===== src/rtl/rvj1_wb_pkg.sv =====
// Shared Wishbone initiator definitions: FSM state encoding, bus widths, latched command layout.
package rvj1_wb_pkg;

    localparam int WB_ADR_W = 32;
    localparam int WB_DAT_W = 32;
    localparam int WB_SEL_W = 4;

    typedef enum logic [1:0] {
        ST_IDLE = 2'd0,
        ST_BUS  = 2'd1,
        ST_RESP = 2'd2
    } wb_state_t;

    typedef struct packed {
        logic                we;
        logic [WB_SEL_W-1:0] sel;
        logic [WB_ADR_W-1:0] adr;
        logic [WB_DAT_W-1:0] dat;
    } wb_cmd_t;

endpackage


===== src/rtl/wb_initiator_if.sv =====
// Command/response handshake plus Wishbone classic master signals of the initiator.
// master = the initiator itself, slave = the surrounding command source, response sink and bus slave.
interface wb_initiator_if;
    import rvj1_wb_pkg::*;

    logic                cmd_valid_i;
    logic                cmd_ready_o;
    logic                cmd_we_i;
    logic [WB_SEL_W-1:0] cmd_sel_i;
    logic [WB_ADR_W-1:0] cmd_adr_i;
    logic [WB_DAT_W-1:0] cmd_dat_i;

    logic                rsp_valid_o;
    logic                rsp_ready_i;
    logic [WB_DAT_W-1:0] rsp_dat_o;
    logic                rsp_err_o;

    logic                wbm_cyc_o;
    logic                wbm_stb_o;
    logic                wbm_we_o;
    logic [WB_SEL_W-1:0] wbm_sel_o;
    logic [WB_ADR_W-1:0] wbm_adr_o;
    logic [WB_DAT_W-1:0] wbm_dat_o;
    logic [WB_DAT_W-1:0] wbm_dat_i;
    logic                wbm_ack_i;
    logic                wbm_err_i;

    modport master (
        input  cmd_valid_i, cmd_we_i, cmd_sel_i, cmd_adr_i, cmd_dat_i,
        input  rsp_ready_i,
        input  wbm_dat_i, wbm_ack_i, wbm_err_i,
        output cmd_ready_o,
        output rsp_valid_o, rsp_dat_o, rsp_err_o,
        output wbm_cyc_o, wbm_stb_o, wbm_we_o, wbm_sel_o, wbm_adr_o, wbm_dat_o
    );

    modport slave (
        output cmd_valid_i, cmd_we_i, cmd_sel_i, cmd_adr_i, cmd_dat_i,
        output rsp_ready_i,
        output wbm_dat_i, wbm_ack_i, wbm_err_i,
        input  cmd_ready_o,
        input  rsp_valid_o, rsp_dat_o, rsp_err_o,
        input  wbm_cyc_o, wbm_stb_o, wbm_we_o, wbm_sel_o, wbm_adr_o, wbm_dat_o
    );

endinterface


===== src/rtl/wb_timeout_cnt.sv =====
// Bus-cycle timeout counter: clear wins over enable, saturates at LIMIT instead of wrapping.
// o_tc flags the last allowed wait cycle (count == LIMIT-1), combinationally from the count register.
module wb_timeout_cnt #(
    parameter int LIMIT = 255
) (
    input  logic i_clk,
    input  logic i_rst,
    input  logic i_clr,
    input  logic i_en,
    output logic o_tc
);
    localparam int CW = $clog2(LIMIT + 1);

    logic [CW-1:0] r_cnt;
    logic          w_sat;

    assign w_sat = (r_cnt == CW'(LIMIT));
    assign o_tc  = (r_cnt == CW'(LIMIT - 1));

    always_ff @(posedge i_clk or posedge i_rst) begin
        if (i_rst) begin
            r_cnt <= '0;
        end else if (i_clr) begin
            r_cnt <= '0;
        end else if (i_en && !w_sat) begin
            r_cnt <= r_cnt + CW'(1);
        end
    end

endmodule


===== src/rtl/wb_initiator.sv =====
// Single-outstanding Wishbone classic initiator: stb rises the cycle after cmd accept, rsp_valid the cycle after ack/err/timeout.
// Response is held until rsp_ready; cmd_ready is low from accept until the response handshake.
module wb_initiator
    import rvj1_wb_pkg::*;
#(
    parameter int TIMEOUT_CYCLES = 255
) (
    input  logic           wb_clk_i,
    input  logic           wb_rst_i,
    wb_initiator_if.master wbi,
    output logic           busy_o
);

    wb_state_t           r_state;
    wb_state_t           w_state_nxt;
    wb_cmd_t             r_cmd;
    logic [WB_DAT_W-1:0] r_rsp_dat;
    logic                r_rsp_err;

    logic w_in_bus;
    logic w_accept;
    logic w_cnt_en;
    logic w_tc;
    logic w_bus_done;

    assign w_in_bus   = (r_state == ST_BUS);
    assign w_accept   = (r_state == ST_IDLE) && wbi.cmd_valid_i;
    assign w_cnt_en   = w_in_bus && !wbi.wbm_ack_i && !wbi.wbm_err_i;
    assign w_bus_done = wbi.wbm_ack_i || wbi.wbm_err_i || w_tc;

    wb_timeout_cnt #(
        .LIMIT (TIMEOUT_CYCLES)
    ) u_tmo (
        .i_clk (wb_clk_i),
        .i_rst (wb_rst_i),
        .i_clr (w_accept),
        .i_en  (w_cnt_en),
        .o_tc  (w_tc)
    );

    always_ff @(posedge wb_clk_i or posedge wb_rst_i) begin
        if (wb_rst_i) begin
            r_state <= ST_IDLE;
        end else begin
            r_state <= w_state_nxt;
        end
    end

    always_comb begin
        w_state_nxt = r_state;
        case (r_state)
            ST_IDLE: if (wbi.cmd_valid_i)  w_state_nxt = ST_BUS;
            ST_BUS:  if (w_bus_done)       w_state_nxt = ST_RESP;
            ST_RESP: if (wbi.rsp_ready_i)  w_state_nxt = ST_IDLE;
            default:                       w_state_nxt = ST_IDLE;
        endcase
    end

    // cyc/stb decode straight from the state register, so reset drops them without waiting for a clock
    always_comb begin
        wbi.cmd_ready_o = 1'b0;
        wbi.wbm_cyc_o   = 1'b0;
        wbi.wbm_stb_o   = 1'b0;
        wbi.rsp_valid_o = 1'b0;
        busy_o          = 1'b1;
        case (r_state)
            ST_IDLE: begin
                wbi.cmd_ready_o = 1'b1;
                busy_o          = 1'b0;
            end
            ST_BUS: begin
                wbi.wbm_cyc_o = 1'b1;
                wbi.wbm_stb_o = 1'b1;
            end
            ST_RESP: begin
                wbi.rsp_valid_o = 1'b1;
            end
            default: begin
                busy_o = 1'b0;
            end
        endcase
    end

    assign wbi.wbm_we_o  = r_cmd.we;
    assign wbi.wbm_sel_o = r_cmd.sel;
    assign wbi.wbm_adr_o = r_cmd.adr;
    assign wbi.wbm_dat_o = r_cmd.dat;
    assign wbi.rsp_dat_o = r_rsp_dat;
    assign wbi.rsp_err_o = r_rsp_err;

    // priority: err beats ack, ack beats the timeout terminal count
    always_ff @(posedge wb_clk_i or posedge wb_rst_i) begin
        if (wb_rst_i) begin
            r_cmd     <= '0;
            r_rsp_dat <= '0;
            r_rsp_err <= 1'b0;
        end else begin
            if (w_accept) begin
                r_cmd.we  <= wbi.cmd_we_i;
                r_cmd.sel <= wbi.cmd_sel_i;
                r_cmd.adr <= wbi.cmd_adr_i;
                r_cmd.dat <= wbi.cmd_dat_i;
            end
            if (w_in_bus) begin
                if (wbi.wbm_err_i) begin
                    r_rsp_dat <= '0;
                    r_rsp_err <= 1'b1;
                end else if (wbi.wbm_ack_i) begin
                    r_rsp_dat <= r_cmd.we ? '0 : wbi.wbm_dat_i;
                    r_rsp_err <= 1'b0;
                end else if (w_tc) begin
                    r_rsp_dat <= '0;
                    r_rsp_err <= 1'b1;
                end
            end
        end
    end

endmodule


===== src/flat_wrapper.sv =====
// flat-port wrapper written by rule: the top's interface ports become plain ports
module wb_initiator_flat import rvj1_wb_pkg::*;
#(
    parameter int TIMEOUT_CYCLES = 255
)
  (wb_clk_i, wb_rst_i, busy_o, wbi_cmd_valid_i, wbi_cmd_we_i, wbi_cmd_sel_i, wbi_cmd_adr_i, wbi_cmd_dat_i, wbi_rsp_ready_i, wbi_wbm_dat_i, wbi_wbm_ack_i, wbi_wbm_err_i, wbi_cmd_ready_o, wbi_rsp_valid_o, wbi_rsp_dat_o, wbi_rsp_err_o, wbi_wbm_cyc_o, wbi_wbm_stb_o, wbi_wbm_we_o, wbi_wbm_sel_o, wbi_wbm_adr_o, wbi_wbm_dat_o);
  wb_initiator_if wbi_i ();
  input  logic wb_clk_i;
  input  logic wb_rst_i;
  output logic busy_o;
  input wire logic [$bits(wbi_i.cmd_valid_i)-1:0] wbi_cmd_valid_i;
  input wire logic [$bits(wbi_i.cmd_we_i)-1:0] wbi_cmd_we_i;
  input wire logic [$bits(wbi_i.cmd_sel_i)-1:0] wbi_cmd_sel_i;
  input wire logic [$bits(wbi_i.cmd_adr_i)-1:0] wbi_cmd_adr_i;
  input wire logic [$bits(wbi_i.cmd_dat_i)-1:0] wbi_cmd_dat_i;
  input wire logic [$bits(wbi_i.rsp_ready_i)-1:0] wbi_rsp_ready_i;
  input wire logic [$bits(wbi_i.wbm_dat_i)-1:0] wbi_wbm_dat_i;
  input wire logic [$bits(wbi_i.wbm_ack_i)-1:0] wbi_wbm_ack_i;
  input wire logic [$bits(wbi_i.wbm_err_i)-1:0] wbi_wbm_err_i;
  output wire logic [$bits(wbi_i.cmd_ready_o)-1:0] wbi_cmd_ready_o;
  output wire logic [$bits(wbi_i.rsp_valid_o)-1:0] wbi_rsp_valid_o;
  output wire logic [$bits(wbi_i.rsp_dat_o)-1:0] wbi_rsp_dat_o;
  output wire logic [$bits(wbi_i.rsp_err_o)-1:0] wbi_rsp_err_o;
  output wire logic [$bits(wbi_i.wbm_cyc_o)-1:0] wbi_wbm_cyc_o;
  output wire logic [$bits(wbi_i.wbm_stb_o)-1:0] wbi_wbm_stb_o;
  output wire logic [$bits(wbi_i.wbm_we_o)-1:0] wbi_wbm_we_o;
  output wire logic [$bits(wbi_i.wbm_sel_o)-1:0] wbi_wbm_sel_o;
  output wire logic [$bits(wbi_i.wbm_adr_o)-1:0] wbi_wbm_adr_o;
  output wire logic [$bits(wbi_i.wbm_dat_o)-1:0] wbi_wbm_dat_o;
  assign wbi_i.cmd_valid_i = wbi_cmd_valid_i;
  assign wbi_i.cmd_we_i = wbi_cmd_we_i;
  assign wbi_i.cmd_sel_i = wbi_cmd_sel_i;
  assign wbi_i.cmd_adr_i = wbi_cmd_adr_i;
  assign wbi_i.cmd_dat_i = wbi_cmd_dat_i;
  assign wbi_i.rsp_ready_i = wbi_rsp_ready_i;
  assign wbi_i.wbm_dat_i = wbi_wbm_dat_i;
  assign wbi_i.wbm_ack_i = wbi_wbm_ack_i;
  assign wbi_i.wbm_err_i = wbi_wbm_err_i;
  assign wbi_cmd_ready_o = wbi_i.cmd_ready_o;
  assign wbi_rsp_valid_o = wbi_i.rsp_valid_o;
  assign wbi_rsp_dat_o = wbi_i.rsp_dat_o;
  assign wbi_rsp_err_o = wbi_i.rsp_err_o;
  assign wbi_wbm_cyc_o = wbi_i.wbm_cyc_o;
  assign wbi_wbm_stb_o = wbi_i.wbm_stb_o;
  assign wbi_wbm_we_o = wbi_i.wbm_we_o;
  assign wbi_wbm_sel_o = wbi_i.wbm_sel_o;
  assign wbi_wbm_adr_o = wbi_i.wbm_adr_o;
  assign wbi_wbm_dat_o = wbi_i.wbm_dat_o;
  wb_initiator #(.TIMEOUT_CYCLES(TIMEOUT_CYCLES)) u_core (.wb_clk_i(wb_clk_i), .wb_rst_i(wb_rst_i), .wbi(wbi_i), .busy_o(busy_o));
endmodule

===== config.mk =====
export PLATFORM = sky130hd
export DESIGN_NAME = wb_initiator_flat
export DESIGN_NICKNAME = d
export VERILOG_FILES = /design/src/rtl/rvj1_wb_pkg.sv /design/src/rtl/wb_initiator_if.sv /design/src/rtl/wb_timeout_cnt.sv /design/src/rtl/wb_initiator.sv /design/src/flat_wrapper.sv
export SDC_FILE = /design/constraint.sdc
export NUM_CORES = 1
export LEC_CHECK = 0
export ABC_CLOCK_PERIOD_IN_PS = 7100
export BUFFER_PORTS_ARGS = -buffer_cell sky130_fd_sc_hd__clkbuf_2
export CORE_MARGIN = 2
export CORE_UTILIZATION = 50
export CTS_BUF_LIST = sky130_fd_sc_hd__clkbuf_4 sky130_fd_sc_hd__clkbuf_8
export CTS_CLUSTER_DIAMETER = 80
export DETAILED_ROUTE_END_ITERATION = 16
export PLACE_DENSITY = 0.95
export REMOVE_ABC_BUFFERS = 1
export SLEW_MARGIN = 25
export SYNTH_ARGS = -nofsm -noshare
export SYNTH_HDL_FRONTEND = slang
export SYNTH_SLANG_ARGS = --single-unit

===== constraint.sdc =====
create_clock -name wb_clk_i -period 7.1 [get_ports wb_clk_i]
set_input_delay 2.13 -clock wb_clk_i [delete_from_list [all_inputs] [get_ports wb_clk_i]]
set_output_delay 2.13 -clock wb_clk_i [all_outputs]
set_load 0.05 [all_outputs]

==> impl_metrics.yaml <==
outcome:
  status: "complete, no violations"
placement:
  placed_cell_area_mm2: 0.005557
  gp_congestion: 0.8313
  hpwl_um: 7991
  dp.cells: 738
  placement.io_buffers: 213
setup_path:
  required_ns: 4.97
  critPathBufInv: 2
  arrival_ns: 1.64
  startpoint: "u_core.r_state[1]"
  worstSetupPathType: "reg -> out"
  cp-start-kind: "register"
  endpoint_kind: "primary output"
  rr_endpoint: "u_core.u_tmo.r_cnt[1]"
  worstReg2RegStart: "u_core.r_state[1]"
  crit_chain: "inv_1 -> ha_1 -> clkbuf_2"
  max_stage_delay_ns: 0.41
  ff2ff_setup_slack_ns: 5.19
  r2r_cells: 6
  path_delay_family: "buffers and inverters"
  path_max_fanout: 9
  critPathSlowestCell: "dfrtp_1"
global_route:
  grt_usage_pct: 22.55
  antenna_found_initial: 0
  grt_pass1_vias: 3715
  gr-total-overflow: 0
  grt_max_degree: 77
  grt_first_pass_wirelength_um: 17440
floorplanning:
  die_x_um: 98.06
  die_area_mm2: 0.009615
  initial_core_util_pct: 51.22
  fp.dieH_um: 98.06
  io_pins: 214
  fp-row-count: 34
  core_mm2: 0.008636
layout:
  postLayoutCellArea_mm2: 0.005742
  num_antenna_cells: 0
  layout.cells.non_filler: 754
  finish.net_count: 755
  mostFrequentLayoutCells: "213 x clkbuf_2, 210 x nand2_1, 112 x dfrtp_1, 32 x a22o_1, 9 x clkbuf_8"
  layout.cells.most_common: "clkbuf_2"
  drive_gt1_share_pct: 38.08
  areaGrowthSynthToFinish_pct: 29.82
routing:
  met2_length_um: 5294
  num_vias: 3846
  wl_met1_um: 4362
  via_per_inst: 5.101
  routedWlPerCell_um: 14.38
  postRouteAntennaNets: 0
  routed.top_layer: "met4"
  drcViolationCount: 0
  dr_wl_met3_um: 834
  initialDrtViolationCount: 112
  wirelength_um: 10840
  dr.pass1.iters: 4
yosys:
  synth_area_mm2: 0.004423
  ys_async_sr_fraction_pct: 100.0
  ys_types: 39
  synthAdderAreaFrac_pct: 1.980
  syn_inst: 436
  synth_top_family_by_area: "simple AND/OR/NAND/NOR gates"
  syn_avg_cell_area_um2: 10.14
  synthMuxAreaShare_pct: 0.5092
  synth-xor-area-share_pct: 0.3960
  synth_flop_cell: "dfrtp_1"
  yosysSeqAreaShare_pct: 63.37
  synth-simple-area-share_pct: 21.73
  synth_edf_count: 0
  synth_compound_gate_area_share_pct: 9.081
  yosys_warnings: 0
  ys_ff_latch: 112
clocking:
  cts_htree_levels: 3
  cts_made_buffers: 9
  clk_latency_ns: 0.36
  cts_resized: 0
  post-cts-setup-buffers: 0
  cts_tree: "yes"
  clk_pin_slew_ns: 0.11
  cts.sinks: 112
  cts_buffer_depth: 2
  root_buffer: "clkbuf_8"
  cts_hold_buf: 0
worst_hold_path:
  holdPathEnd: "u_core.wbi.wbm_adr_o[4]"
  whs_path_depth: 2
  min_path_type: "reg -> reg"
  holdCritStartpoint: "u_core.wbi.wbm_adr_o[4]"
sta:
  finalMaxSlewViolations: 0
  tns_ns: 0
  max_freq_mhz: 265.2
  setup_violations: 0
  period_minus_slack_ns: 3.771
  slew_headroom_pct: 43.80
  grt_setup_unrepaired: "false"
  min_period_over_period_pct: 53.11
  worst_pin_slew_ns: 0.8430
  fin_skew_ns: 0.01328
  hold_violations: 0
pwr:
  p_leak_nw: 3.326
  power.density_mw_per_mm2: 566.6
  irDropWorstVdd_mv: 0.3039
  power.total_mw: 3.253
job:
  max-cap-violations: 0
==> cell families (layout without fill, tap and decap cells) <==
logic type | Yosys count | in the layout
and+or+nand+nor | 235 | 235
DFF | 112 | 112
AOI/OAI and AO/OA | 48 | 48
buffers and inverters | 30 | 240
adders and majority gates | 7 | 7
xor gates and xnor gates | 2 | 2
muxes | 2 | 2
==> state kept, by name, indices dropped and copies added, names as in the netlist <==
| signal | flops |
|---|---|
| u_core.r_state | 2 |
| u_core.u_tmo.r_cnt | 8 |
| u_core.wbi.rsp_dat_o | 32 |
| u_core.wbi.rsp_err_o | 1 |
| u_core.wbi.wbm_adr_o | 32 |
| u_core.wbi.wbm_dat_o | 32 |
| u_core.wbi.wbm_sel_o | 4 |
| u_core.wbi.wbm_we_o | 1 |
==> worst reg2reg max path, stage by stage (launching register included) <==
cell      delay (ns)
dfrtp_1         0.41
inv_1           0.13
ha_1            0.40
nor3b_2         0.34
a21boi_2        0.27
nor2_1          0.06
a211oi_1        0.21
==> worst max path at each step <==
stage,to,slack [ns],cells past startpoint
global placement,u_core.wbi.rsp_dat_o[12],3.57,5
floorplan,u_core.r_state[0],2.01,1
finish,wbi_wbm_cyc_o,3.33,3
global route,wbi_wbm_cyc_o,3.25,3
detailed placement,u_core.wbi.rsp_dat_o[26],3.48,5
CTS,wbi_wbm_cyc_o,3.35,3
==> cell usage after synthesis, types with 2 or more instances <==
library cell	count	share of area, %
buf_2	11	1.2
a41oi_1	2	0.40
nor3_1	2	0.23
a21oi_1	2	0.23
nor2_1	4	0.34
mux2_2	2	0.51
nand3_1	2	0.23
o21ai_0	2	0.23
o211ai_1	2	0.34
inv_1	6	0.51
dfrtp_1	112	63
a22o_1	32	6.3
nand4_1	3	0.42
nand2_1	212	18
clkbuf_1	11	0.93
and4_1	2	0.40
ha_1	7	2.0
==> per-layer routing <==
metal	global-route usage (%)	up-vias
met5	0	-
met4	10.47	0
met1	28.56	1815
li1	-	1819
met3	4.868	28
met2	37.25	184
==> where the power goes <==
part,internal [mW],switching (mW)
Combinational,0.392,1.43
Sequential,0.913,0.172
Clock,0.139,0.210
Total,1.44,1.81
==> metrics by stage <==
step / worst slack, ns / hold slack [ns] / utilization [%]
4_1_cts: 3.346 / 0.4897 / 66.46
3_5_place_dp: 3.483 / 0.4629 / 64.34
5_1_grt: 3.253 / 0.5129 / 66.49
2_1_floorplan: 2.011 / 0.5055 / -
6_report: 3.329 / 0.4861 / 66.49
3_3_place_gp: 3.570 / 0.4586 / 64.34
==> final cells by class <==
cell class                      instances  area [um^2]
Timing Repair Buffer                  217         1096
Tap cell                              108        135.1
Inverter                                7        28.78
Clock inverter                          5        43.79
Multi-Input combinational cell        294         1496
Sequential cell                       112         2803
Fill cell                             663         2894
Clock buffer                           11        138.9
(Power assumes the default switching activity.)
